<file path="src/rtl/rb_on_g_reconstruct.sv">
// Purpose : rebuild R and B at Bayer G sites from upstream (G-R)/(G-B) neighbour-sum differences.
// Latency : 2 cycles from input transfer to o_valid, 1 pixel/clk sustained.
// Backpr. : valid/ready both ends; o_ready = ~s1_valid | s2_ready, outputs hold while o_valid & ~i_ready.
//
// Ports:
//   i_clk, i_rst_n                  clock, asynchronous active-low reset
//   i_valid/o_ready                 input handshake; i_sof marks pixel (0,0)
//   i_g_c                           centre pixel value (W bits)
//   i_gr_h/i_gr_v/i_gb_h/i_gb_v     signed W+2 colour-difference sums
//   o_valid/i_ready                 output handshake
//   o_g/o_r/o_b                     centre G, reconstructed R/B (0 at non-G sites)
//   o_is_g/o_sof/o_eof              site and frame tags
//
// Build option: define RB_ON_G_ROUND_EN for round-half-up halving of the
// difference sums; otherwise the halving is a plain floor (arithmetic shift).
module rb_on_g_reconstruct #(
    parameter int pixelBitWidth = 12,
    parameter int IMG_WIDTH     = 640,
    parameter int IMG_HEIGHT    = 480,
    parameter int BAYER_PATTERN = 0
) (
    input  logic                            i_clk,
    input  logic                            i_rst_n,
    input  logic                            i_valid,
    output logic                            o_ready,
    input  logic                            i_sof,
    input  logic [pixelBitWidth-1:0]        i_g_c,
    input  logic signed [pixelBitWidth+1:0] i_gr_h,
    input  logic signed [pixelBitWidth+1:0] i_gr_v,
    input  logic signed [pixelBitWidth+1:0] i_gb_h,
    input  logic signed [pixelBitWidth+1:0] i_gb_v,
    output logic                            o_valid,
    input  logic                            i_ready,
    output logic [pixelBitWidth-1:0]        o_g,
    output logic [pixelBitWidth-1:0]        o_r,
    output logic [pixelBitWidth-1:0]        o_b,
    output logic                            o_is_g,
    output logic                            o_sof,
    output logic                            o_eof
);

    localparam int W  = pixelBitWidth;
    localparam int DW = W + 2;            // difference-sum width
    localparam int XW = W + 3;            // working width: no intermediate can wrap
    localparam int CW = (IMG_WIDTH  > 1) ? $clog2(IMG_WIDTH)  : 1;
    localparam int RW = (IMG_HEIGHT > 1) ? $clog2(IMG_HEIGHT) : 1;

    // ------------------------------------------------------------------
    // Position tracking
    // ------------------------------------------------------------------
    logic [CW-1:0] r_col;
    logic [RW-1:0] r_row;
    logic [CW-1:0] w_col;
    logic [RW-1:0] w_row;
    logic          w_last_col;
    logic          w_last_row;
    logic          w_in_xfer;
    logic          w_s2_ready;
    logic [1:0]    w_phase;
    logic          w_is_g;
    logic          w_red_row;

    // i_sof overrides the counters so a frame can be resynchronised anywhere.
    assign w_col      = i_sof ? '0 : r_col;
    assign w_row      = i_sof ? '0 : r_row;
    assign w_last_col = (w_col == CW'(IMG_WIDTH - 1));
    assign w_last_row = (w_row == RW'(IMG_HEIGHT - 1));

    assign w_s2_ready = ~o_valid | i_ready;
    assign o_ready    = ~r_s1_valid | w_s2_ready;
    assign w_in_xfer  = i_valid & o_ready;

    // Phase 1 = G on a red row, 2 = G on a blue row, 0/3 = R/B sites.
    assign w_phase   = 2'(BAYER_PATTERN) ^ {w_row[0], w_col[0]};
    assign w_is_g    = (w_phase == 2'd1) || (w_phase == 2'd2);
    assign w_red_row = (w_phase == 2'd1);

    always_ff @(posedge i_clk or negedge i_rst_n) begin
        if (!i_rst_n) begin
            r_col <= '0;
            r_row <= '0;
        end else if (w_in_xfer) begin
            if (w_last_col) begin
                r_col <= '0;
                r_row <= w_last_row ? '0 : w_row + RW'(1);
            end else begin
                r_col <= w_col + CW'(1);
                r_row <= w_row;
            end
        end
    end

    // ------------------------------------------------------------------
    // Stage 1: capture centre value, tags and the sums relevant to the site
    // ------------------------------------------------------------------
    logic                 r_s1_valid;
    logic [W-1:0]         r_s1_g;
    logic signed [DW-1:0] r_s1_dr;
    logic signed [DW-1:0] r_s1_db;
    logic                 r_s1_is_g;
    logic                 r_s1_sof;
    logic                 r_s1_eof;

    always_ff @(posedge i_clk or negedge i_rst_n) begin
        if (!i_rst_n) begin
            r_s1_valid <= 1'b0;
            r_s1_g     <= '0;
            r_s1_dr    <= '0;
            r_s1_db    <= '0;
            r_s1_is_g  <= 1'b0;
            r_s1_sof   <= 1'b0;
            r_s1_eof   <= 1'b0;
        end else begin
            if (o_ready) begin
                r_s1_valid <= i_valid;
            end
            if (w_in_xfer) begin
                r_s1_g    <= i_g_c;
                // Red row: R neighbours are left/right, B neighbours above/below.
                r_s1_dr   <= w_red_row ? i_gr_h : i_gr_v;
                r_s1_db   <= w_red_row ? i_gb_v : i_gb_h;
                r_s1_is_g <= w_is_g;
                r_s1_sof  <= (w_col == '0) && (w_row == '0);
                r_s1_eof  <= w_last_col && w_last_row;
            end
        end
    end

    // ------------------------------------------------------------------
    // Stage 2: halve the difference, subtract from G, saturate to [0, 2^W-1]
    // ------------------------------------------------------------------
    function automatic logic signed [XW-1:0] half_diff(input logic signed [DW-1:0] d);
        logic signed [XW-1:0] ext;
        logic signed [XW-1:0] one;
        one = {{(XW-1){1'b0}}, 1'b1};
        ext = {d[DW-1], d};
`ifdef RB_ON_G_ROUND_EN
        // Round half up; the extra bit keeps (max+1) from wrapping.
        return (ext + one) >>> 1;
`else
        one = '0;
        return (ext + one) >>> 1;
`endif
    endfunction

    function automatic logic [W-1:0] rebuild(input logic [W-1:0] g, input logic signed [DW-1:0] d);
        logic signed [XW-1:0] raw;
        raw = $signed({3'b000, g}) - half_diff(d);
        if (raw[XW-1]) begin
            return '0;
        end else if (|raw[XW-2:W]) begin
            return '1;
        end else begin
            return raw[W-1:0];
        end
    endfunction

    always_ff @(posedge i_clk or negedge i_rst_n) begin
        if (!i_rst_n) begin
            o_valid <= 1'b0;
            o_g     <= '0;
            o_r     <= '0;
            o_b     <= '0;
            o_is_g  <= 1'b0;
            o_sof   <= 1'b0;
            o_eof   <= 1'b0;
        end else if (w_s2_ready) begin
            o_valid <= r_s1_valid;
            if (r_s1_valid) begin
                o_g    <= r_s1_g;
                o_r    <= r_s1_is_g ? rebuild(r_s1_g, r_s1_dr) : '0;
                o_b    <= r_s1_is_g ? rebuild(r_s1_g, r_s1_db) : '0;
                o_is_g <= r_s1_is_g;
                o_sof  <= r_s1_sof;
                o_eof  <= r_s1_eof;
            end
        end
    end

endmodule

</file>
<file path="config.mk">
export PLATFORM = sky130hd
export DESIGN_NAME = rb_on_g_reconstruct
export DESIGN_NICKNAME = d
export VERILOG_FILES = /design/src/rtl/rb_on_g_reconstruct.sv
export SDC_FILE = /design/constraint.sdc
export NUM_CORES = 1
export LEC_CHECK = 0
export ABC_AREA = 1
export BUFFER_PORTS_ARGS = -buffer_cell sky130_fd_sc_hd__buf_2
export CORE_UTILIZATION = 46
export DETAILED_ROUTE_END_ITERATION = 10
export GPL_TIMING_DRIVEN = 0
export PLACE_DENSITY = 0.68
export SLEW_MARGIN = 40
export SYNTH_ARGS = -nofsm -noshare
export SYNTH_HDL_FRONTEND = slang
export SYNTH_SLANG_ARGS = --single-unit
export TNS_END_PERCENT = 1
</file>
<file path="constraint.sdc">
create_clock -name i_clk -period 2.4 [get_ports i_clk]
set_input_delay 0.24 -clock i_clk [delete_from_list [all_inputs] [get_ports i_clk]]
set_output_delay 0.24 -clock i_clk [all_outputs]
set_load 0.01 [all_outputs]
</file>
==> flow_metrics.env <==
export IMPL_rows=43
export IMPL_cp_arrival_ns=2.49
export IMPL_place_hpwl_um=13780
export IMPL_die_area_sq_um=14590
export IMPL_die_h_um=120.8
export IMPL_hold_viol=0
export IMPL_drc=0
export IMPL_synthDistinctLibCells=36
export IMPL_dpl_cell_area_sq_um=7295
export IMPL_final_area_sq_um=7597
export IMPL_final_seq_area_sq_um=2527
export IMPL_maxCapViolCount=0
export IMPL_clk_path_buf_depth=2
export IMPL_pin_count=114
export IMPL_fin_crit_sh=0.9403
export IMPL_fillers=1326
export IMPL_slew_headroom=0.5603
export IMPL_clock_skew_ns=0.01067
export IMPL_cts_clk_slew_worst_paths_ns=0.07
export IMPL_ys_ff_latch=101
export IMPL_routed_wl_um=17690
export IMPL_nets=1132
export IMPL_crit_fanout=7
export IMPL_status="finished clean"
export IMPL_grt_pass1_vias=5717
export IMPL_synthesis_area_sq_um=6491
export IMPL_synth_cells=907
export IMPL_maxSlewViolCount=0
export IMPL_syn2layout_area_growth_pct=17.04
export IMPL_grt_max_degree=69
export IMPL_setup_ws_ns=0.1433
export IMPL_layout_drive_gt1_share=0.1589
export IMPL_die_x_um=120.8
export IMPL_ys_warn_count=0
export IMPL_syn_nets=1011
export IMPL_diodes=0
export IMPL_min_path_type="input pin to register"
export IMPL_cts_htree_levels=3
export IMPL_grt_pass1_wl_um=28990
export IMPL_timing_final_crit_period_ns=2.257
export IMPL_tns_ns=0
export IMPL_critPathLaunchType="register"
export IMPL_gr_total_overflow=0
export IMPL_cts_tree="done"
export IMPL_final_util=0.5495
export IMPL_cts_sinks=101
export IMPL_port_buffers=108
export IMPL_max_clock_freq_mhz=443.1
export IMPL_vias_per_cell=5.056
export IMPL_final_cell_count_no_fill=1212
export IMPL_place_congestion=0.9297
export IMPL_drtPass1Iterations=6
export IMPL_core_sq_um=13830
export IMPL_cts_inserted_buffers=9
export IMPL_num_vias=6128
export IMPL_wire_per_inst_um=14.60
export IMPL_drtAntennaViolNets=0
export IMPL_place_inst=1196
export IMPL_drtIter0Drc=396
export IMPL_root_buffer="clkbuf_16"
export IMPL_initial_utilization=0.4695
export IMPL_p_leak_nw=4.280
export IMPL_syn_area_per_cell_sq_um=7.157
export IMPL_clkLatencyLatePin_ns=0.36
export IMPL_peakVddDrop_mv=0.4218
export IMPL_multi_input_area_sq_um=3277
export IMPL_antenna_found_initial=0
export IMPL_worst_slew_pin_slew_ns=0.6596
export IMPL_pwr_density_cell_nw_per_um2=817.4
export IMPL_synth_yosys_seq_area_share=0.3894
export IMPL_required_ns=2.63
export IMPL_place_ws_ns=0.09067
export IMPL_rsz0062_at_grt="true"
export IMPL_final_setup_viol_count=0
export IMPL_gr_usage_all_layers=0.2601
export IMPL_end_kind="register"
export IMPL_critPathKind="register to register"
## cells by family (layout without fill, tap and decap cells)
| kind of cell | after synthesis | after routing | synth area share |
|---|---|---|---|
| AND/OR/NAND/NOR | 460 | 460 | 0.3125 |
| buffers and inverters | 178 | 303 | 0.1074 |
| AO/OA/AOI/OAI | 122 | 122 | 0.1085 |
| flip-flops | 101 | 101 | 0.3894 |
| adder cells (fa/ha/maj) | 31 | 31 | 0.06207 |
| XOR/XNOR | 15 | 15 | 0.02024 |
## repair_timing
action | in CTS | in global routing
endpoints found under the setup margin | 0 | 10
hold endpoints to repair | 33 | 0
hold buffers | 1 | 0
setup buffers | 0 | 0
resized for setup | 0 | 4
## metal layers
layer,GRT usage,routed length (um),up-vias
li1,-,-,3105
met1,0.3494,8082,2859
met2,0.4346,8357,148
met3,0.05142,1035,16
met4,0.05324,214,0
met5,0,0,-
## cell type report
| type | count | share of cell area |
|---|---|---|
| Sequential cell | 101 | 0.3327 |
| Timing Repair Buffer | 110 | 0.07740 |
| Tap cell | 180 | 0.02964 |
| Clock buffer | 10 | 0.03146 |
| Multi-Input combinational cell | 628 | 0.4313 |
| Inverter | 153 | 0.07658 |
| Clock inverter | 5 | 0.005764 |
| Buffer | 25 | 0.01515 |
## layout by cell type, fill, tap and decap left out, types with 3 or more instances in the layout
master and instances:
inv_2 3, dfrtp_1 101, o211ai_1 24, buf_2 112, nor3_1 3, ha_1 29
inv_1 148, nand3_1 46, o21ai_0 64, nand3_2 6, o21bai_1 12, a21oi_1 14
o21ai_1 7, xnor2_1 4, nand2_1 319, xor2_1 11, nand2_4 4, clkbuf_1 17
clkbuf_16 9, nor2_1 33, nand3b_1 5, nand4_1 24, nand2_2 7
## worst max-delay path, cell delays in order (launching register included)
cell and delay, ns:
dfrtp_1 0.33, inv_1 0.11, ha_1 0.25, fa_1 0.42, inv_1 0.10, nand3_1 0.07
nand3_1 0.17, nand2_1 0.11, nand4_2 0.15, nand3_2 0.17, o21bai_1 0.19, nand2_1 0.07
## cells in the mapped netlist
library cell / n / area share
dfrtp_1: 101 / 0.39
nand3b_1: 5 / 0.0058
o211ai_1: 24 / 0.028
inv_4: 1 / 0.00096
a21oi_1: 14 / 0.011
nand2_2: 5 / 0.0048
nor3_2: 1 / 0.0015
inv_1: 149 / 0.086
o21ai_0: 64 / 0.049
nand2_1: 321 / 0.19
nand3_2: 5 / 0.0077
nor2_8: 2 / 0.0062
ha_1: 29 / 0.056
nor2_2: 2 / 0.0019
nand3_1: 47 / 0.036
nor3_1: 3 / 0.0023
or2_2: 1 / 0.00096
buf_6: 2 / 0.0035
clkinv_4: 1 / 0.0013
a21oi_2: 1 / 0.0013
and2_1: 2 / 0.0019
nand4_2: 2 / 0.0039
fa_1: 2 / 0.0062
xnor2_1: 4 / 0.0054
nand4_1: 24 / 0.023
clkbuf_1: 17 / 0.0098
nor2_1: 33 / 0.019
o21ai_1: 7 / 0.0054
xor2_1: 11 / 0.015
nor4_1: 1 / 0.00096
inv_2: 2 / 0.0012
buf_2: 5 / 0.0039
o21bai_1: 12 / 0.014
nand2_4: 4 / 0.0069
nor2_4: 2 / 0.0035
buf_1: 1 / 0.00058
## sequential cells by signal, indices dropped and copies added, names as in the netlist
name / flops
o_b: 12
o_eof: 1
r_row: 9
r_s1_db: 13
r_s1_valid: 1
r_col: 10
r_s1_dr: 13
o_valid: 1
r_s1_sof: 1
r_s1_g: 12
o_sof: 1
o_g: 12
r_s1_eof: 1
o_is_g: 1
o_r: 12
r_s1_is_g: 1
## final timing paths
path	startpoint	end	slack [ns]	depth (start not counted)
min reg2reg	o_b[10]	o_b[10]	0.47	2
min in group asynchronous	i_rst_n	o_r[8]	0.34	2
max in group asynchronous	i_rst_n	r_col[7]	1.43	3
min	i_g_c[0]	r_s1_g[0]	0.09	3
max reg2reg	r_s1_g[0]	o_b[7]	0.14	11
max	r_s1_g[0]	o_b[7]	0.14	11
## metrics by stage
| stage | hold WS (ns) | power (mW) |
|---|---|---|
| floorplan | -0.05559 | 3.949 |
| global placement | 0.4534 | 4.729 |
| detailed placement | 0.1197 | 4.782 |
| CTS | 0.08801 | 6.233 |
| global route | 0.08963 | 6.706 |
| finish | 0.09363 | 6.210 |
## power by group
group | internal (mW) | switching (mW)
Clock | 0.741 | 0.685
Sequential | 2.04 | 0.202
Combinational | 0.919 | 1.62
Total | 3.70 | 2.51
No activity file was read; power rests on OpenSTA's default activity.
